===== src/rtl/wb_bram.sv =====
// wb_bram: single-port Wishbone B4 pipelined block RAM.
// Serves as boot ROM (READ_ONLY=1) or scratch RAM (READ_ONLY=0).
// It supports byte-lane writes and a configurable completion latency.
// It reports a bus error for out-of-range addresses and for writes to ROM.
module wb_bram #(
    parameter int    DATA_WIDTH = 32,
    parameter int    ADDR_WIDTH = 7,
    parameter int    DEPTH      = 128,
    parameter string INIT_FILE  = "",
    parameter bit    READ_ONLY  = 1'b0,
    parameter int    LATENCY    = 1
) (
    input  logic                      clk,
    input  logic                      i_reset,
    input  logic                      i_wb_cyc,
    input  logic                      i_wb_stb,
    input  logic                      i_wb_we,
    input  logic [ADDR_WIDTH-1:0]     i_wb_addr,
    input  logic [DATA_WIDTH-1:0]     i_wb_data,
    input  logic [DATA_WIDTH/8-1:0]   i_wb_sel,
    output logic                      o_wb_stall,
    output logic                      o_wb_ack,
    output logic                      o_wb_err,
    output logic [DATA_WIDTH-1:0]     o_wb_data
);

    localparam int SEL_W  = DATA_WIDTH / 8;
    localparam int MEM_AW = (DEPTH > 1) ? $clog2(DEPTH) : 1;

    logic [DATA_WIDTH-1:0] mem_q [DEPTH];

    logic              accept;
    logic              addr_ok;
    logic              req_err;
    logic              wr_en;
    logic              rd_en;
    logic [MEM_AW-1:0] mem_idx;

    // Per-stage completion tags; the last stage drives the bus outputs.
    logic [LATENCY-1:0]    vld_q, vld_d;
    logic [LATENCY-1:0]    err_q, err_d;
    logic [LATENCY-1:0]    rdf_q, rdf_d;
    logic [DATA_WIDTH-1:0] dat_q [LATENCY];

    // Decode the request and classify it as a good write, a good read, or an error.
    always_comb begin
        accept  = i_wb_cyc & i_wb_stb & ~i_reset;
        addr_ok = (32'(i_wb_addr) < 32'(DEPTH));
        req_err = ~addr_ok | (i_wb_we & READ_ONLY);
        wr_en   = accept & i_wb_we & ~req_err;
        rd_en   = accept & ~i_wb_we & ~req_err;
        mem_idx = i_wb_addr[MEM_AW-1:0];
    end

    // Memory array write with per-byte lane enables. It is not touched by reset.
    always_ff @(posedge clk) begin
        if (wr_en) begin
            for (int n = 0; n < SEL_W; n++) begin
                if (i_wb_sel[n]) begin
                    mem_q[mem_idx][8*n +: 8] <= i_wb_data[8*n +: 8];
                end
            end
        end
    end

    // Next state of the completion tags. A cycle with CYC low drops every pending completion.
    always_comb begin
        vld_d = '0;
        err_d = '0;
        rdf_d = '0;
        if (i_wb_cyc) begin
            vld_d[0] = accept;
            err_d[0] = req_err;
            rdf_d[0] = ~i_wb_we;
            for (int k = 1; k < LATENCY; k++) begin
                vld_d[k] = vld_q[k-1];
                err_d[k] = err_q[k-1];
                rdf_d[k] = rdf_q[k-1];
            end
        end
    end

    // Completion tag registers. Reset clears every in-flight completion.
    always_ff @(posedge clk) begin
        if (i_reset) begin
            vld_q <= '0;
            err_q <= '0;
            rdf_q <= '0;
        end else begin
            vld_q <= vld_d;
            err_q <= err_d;
            rdf_q <= rdf_d;
        end
    end

    // Read data path. The array is read at acceptance, so a write on the previous edge is already visible.
    always_ff @(posedge clk) begin
        if (rd_en) begin
            dat_q[0] <= mem_q[mem_idx];
        end
        for (int k = 1; k < LATENCY; k++) begin
            dat_q[k] <= dat_q[k-1];
        end
    end

    // Bus outputs. Data is forced to zero except while a read ack is presented.
    always_comb begin
        o_wb_stall = 1'b0;
        o_wb_ack   = vld_q[LATENCY-1] & ~err_q[LATENCY-1];
        o_wb_err   = vld_q[LATENCY-1] &  err_q[LATENCY-1];
        o_wb_data  = (o_wb_ack & rdf_q[LATENCY-1]) ? dat_q[LATENCY-1] : '0;
    end

endmodule


===== config.mk =====
export PLATFORM = sky130hd
export DESIGN_NAME = wb_bram
export DESIGN_NICKNAME = d
export VERILOG_FILES = /design/src/rtl/wb_bram.sv
export SDC_FILE = /design/constraint.sdc
export NUM_CORES = 2
export LEC_CHECK = 0
export BUFFER_PORTS_ARGS = -buffer_cell sky130_fd_sc_hd__buf_2
export CAP_MARGIN = 20
export CORE_ASPECT_RATIO = 0.75
export CORE_MARGIN = 3
export CORE_UTILIZATION = 28
export DETAILED_ROUTE_END_ITERATION = 8
export MAX_ROUTING_LAYER = met4
export SYNTH_ARGS = -nofsm -noshare
export SYNTH_HDL_FRONTEND = slang
export SYNTH_MEMORY_MAX_BITS = 65536
export SYNTH_SLANG_ARGS = --single-unit
export TNS_END_PERCENT = 30

===== constraint.sdc =====
create_clock -name clk -period 6.37 [get_ports clk]
set_clock_uncertainty 0.2 [all_clocks]
set_input_delay 0.9555 -clock clk [delete_from_list [all_inputs] [get_ports clk]]
set_output_delay 0.9555 -clock clk [all_outputs]
set_load 0.02 [all_outputs]

== Yosys cells after proc, flatten, opt, wreduce, memory -nomap -nowiden ==
Memories as Yosys holds them, arrays and structs flattened.
Cells that the tools add are included.
Word-level totals
  latch bits: 0
  bits in read-only memories: 0
  input bits: 48
  output and inout bits: 35
  RAM bits: 4128
  word-level logic and storage cells: 28
  register bits after elaboration: 2
  memories kept: 2
Operators by class
  $add $sub $neg: 0
  multiply operators: 0
  div/mod/pow operators: 0
  eq/ne operators: 0
  multiplexer cells: 15
  shifts and indexed selects: 0
  bitwise logic cells: 8
  magnitude comparators: 0
  reduce and logical (&&, ||, !) cells: 1
Memory list
  mem_q: words 128, width 32, rd ports 1, clocked after memory_dff 0, wr ports 1, line 30  | logic [DATA_WIDTH-1:0] mem_q [DEPTH];
  dat_q: words 1, width 32, rd ports 1, clocked after memory_dff 0, wr ports 1, line 43  | logic [DATA_WIDTH-1:0] dat_q [LATENCY];
Operators by type and width (number)
  32-bit two-way mux: 1
  1-bit two-way mux: 14
  1-bit AND: 5
  1-bit inverter: 3
  2-bit OR reduction: 1

== Longest topological paths before layout ==
  word-level depth: 5
  mapped depth: 12

== Least setup slack after synthesis ==
No wires, ideal clock.
  path kind: input to register
  from: in i_wb_addr[1]
  to: mem mem_q[67][0] (enable)
  buffers on the path: 6
  path slack: 2943 ps
  arrival time: 2856 ps
  cell stages on the path: 9
  cells stage by stage: buf_2 -> and3b_1 -> clkbuf_1 -> buf_2 -> buf_2 -> buf_1 -> buf_1 -> nand2_1 -> nor2_1
RTL lines
  start, declared: line 18  | input logic [ADDR_WIDTH-1:0] i_wb_addr,
  end, declared: line 30
Straight into the memory's write port.

== Final worst setup path ==
  from: in i_wb_addr[3]
  to: mem mem_q[91][21] (enable)
Straight into the memory's write port.

==> qor.yml <==
status: "complete, no violations"
fp.coreArea_sq_um: 575300
leakage_nw: 58.00
fmax_mhz: 210.4
pre_cts_ws_ns: 1.082
cts_buffers: 379
clock-sinks: 4130
fin_ws_ns: 1.616
placedCellCount: 17620
drtIter0Drc: 20700
period_needed_ns: 4.754
cp-start-kind: "input pin"
synth_xor_area_share_pct: 0
synth_top_flop_cell: "edfxtp_1"
routed-via-count: 106600
critPathKind: "in -> reg"
synth-seq-area-share_pct: 76.61
hold_ws_ns: 0.05241
place.gp.congestion: 0.9547
hold_violations: 0
portBuffers: 80
ant_nets: 0
layout.cells.non_filler: 18480
cts_root_buffer: "clkbuf_16"
rrSetupSlack_ns: 3.03
path_max_fanout: 31
fin_total_pwr_mw: 56.56
htree_levels: 5
regArea_sq_um: 124000
grt_util_all_layers_pct: 21.58
io_pins: 83
tightest_slew_ns: 1.304
die_x_microns: 883.9
routed_wl_mm: 645.8
fillers: 55430
cp-end-kind: "register"
irDropWorstVdd_mv: 0.2970
yosysWarningCount: 0
grt_pass1_vias: 96210
grt_max_degree: 129
fin_nets: 10410
hold_buffers: 0
fp.dieH_microns: 664.4
ys_types: 74
async_flop_share_pct: 0
slew_headroom_pct: 12.14
tritoncts: "yes"
synthAdderAreaFrac_pct: 0
cp.required_ns: 6.72
route.detailed.drc: 0
cts_resized: 0
synth_top_family_by_area: "compound AO/OA/AOI/OAI gates"
wl_per_cell_microns: 34.95
tns_ns: 0
first_pass_iters: 7
synth_top_area_share_pct: 76.59
min_path_type: "in -> reg"
synthSimpleGateAreaFrac_pct: 4.406
synth-compound-area-share_pct: 12.32
initial_core_util_pct: 28.13
antenna_found_initial: 92
reg2reg_to: "dat_q[0][25]"
die_area_sq_um: 587300
setup_violations: 0
crit_arrival_ns: 5.11
clk_pin_slew_ns: 0.06
synth_area_leaders: "edfxtp_1 (77%), a22oi_1 (2.7%), mux2i_1 (2.5%)"
crit_slowest_cell: "nor2_1"
synth.most_common_cell: "edfxtp_1"
period_share_pct: 74.63
num_rows: 241
syn_avg_cell_area_sq_um: 16.24
syn_area_sq_um: 161900
cts_setup_buffers: 0
clk_latency_ns: 1.00
hp-start: "i_reset"
p_per_area_nw_per_um2: 301.8
r2r-start: "mem_q[68][25]"
finalMaxSlewViolations: 0
synthTopCellsByCount: "edfxtp_1 (4128), nor2_1 (713), a21oi_1 (647)"
area_growth_pct: 15.77
synthMuxAreaShare_pct: 4.277
dpl-instance-area_sq_um: 174800
grt_overflow: 0
utilization_pct: 32.57
rsz0062_at_grt: "no"
dp_hpwl_mm: 410.2
cts_buffer_depth: 4
vias_per_cell: 5.769
reg2reg_depth: 6
synth-edff-count: 4128
path_cells: "buf_4 -> nand2_4 -> nor2_1 -> nand2_1 -> nor2_1"
drive_gt1_share_pct: 15.86
worst_path_largest_cell_delay_ns: 1.12
synthCells: 9964
holdPathEnd: "rdf_q"
cap_viol_max_count: 0
cpMostUsedCell: "nor2_1"
holdPathStages: 2
synth_area_leader_cell: "edfxtp_1"
multi_input_area_sq_um: 34270
ys_ff_latch: 4130
grt_first_pass_wirelength_mm: 861.8
finalInstanceArea_sq_um: 187400
==> cells in the final DEF (no fill, tap or decap), types with 39 or more instances in the layout <==
cell	Yosys	layout
a221oi_1	437	437
o21ai_0	348	348
clkbuf_16	0	383
a21oi_1	647	647
and3_1	44	43
mux2_2	182	182
buf_4	63	677
nand3_1	48	48
edfxtp_1	4128	4128
o221ai_1	69	69
buf_2	291	44
clkbuf_1	331	76
o22ai_1	131	131
o2bb2ai_1	51	51
mux2i_1	398	398
buf_12	0	70
clkinv_2	0	75
a221o_1	83	83
a211oi_1	61	61
nand3b_1	97	97
diode_2	0	166
o22a_1	48	48
a22oi_1	583	583
a22o_1	99	99
nand2_1	435	422
nor2b_1	91	83
mux4_2	39	39
nor2_1	713	706
clkinv_1	1	78
==> power breakdown <==
part | switching (mW) | internal, mW
sequential | 0.0261 | 29.9
clock | 10.6 | 12.4
combinational | 2.82 | 0.885
total | 13.4 | 43.1
==> cells by family (layout without fill, tap and decap cells) <==
group / after synthesis / after routing
simple gates: 1569 / 1569
flops: 4130 / 4130
buf+inv: 813 / 1506
mux: 620 / 620
other cells: 1 / 168
compound gates: 2831 / 2831
==> area by class of cell <==
class | instances | share of cell area [%]
Timing Repair Buffer | 820 | 3.785
Clock buffer | 459 | 5.267
Antenna cell | 166 | 0.2217
Sequential cell | 4130 | 66.18
Inverter | 6 | 0.02471
Tap cell | 7654 | 5.111
Multi-Input combinational cell | 5022 | 18.29
Clock inverter | 221 | 1.125
==> sequential cells by signal (all words and copies together) (netlist names) <==
name	count
mem_q	4096
dat_q	32
vld_q	1
rdf_q	1
==> worst max-delay path: cells and delay by family <==
kind          cells  cell delay (ns)
buf+inv           1             0.58
simple gates      4             3.35
==> worst max path at each step <==
stage | slack, ns | cells after the start | endpoint | start
floorplan | 2.94 | 9 | mem_q[67][0] | i_wb_addr[1]
global placement | 1.04 | 9 | dat_q[0][0] | i_wb_addr[2]
detailed placement | 1.08 | 5 | mem_q[56][10] | i_wb_addr[3]
CTS | 2.09 | 5 | mem_q[91][22] | i_wb_addr[3]
global route | 1.90 | 6 | mem_q[1][4] | i_wb_addr[3]
finish | 1.62 | 5 | mem_q[91][21] | i_wb_addr[3]
==> routing by layer <==
layer | share of wire, % | track usage, %
met5 | 0 | -
met2 | 40 | 28.09
met1 | 38 | 28.39
met3 | 17 | 9.874
met4 | 5.2 | 9.787
Note: power is estimated with default switching activity, not from simulation.
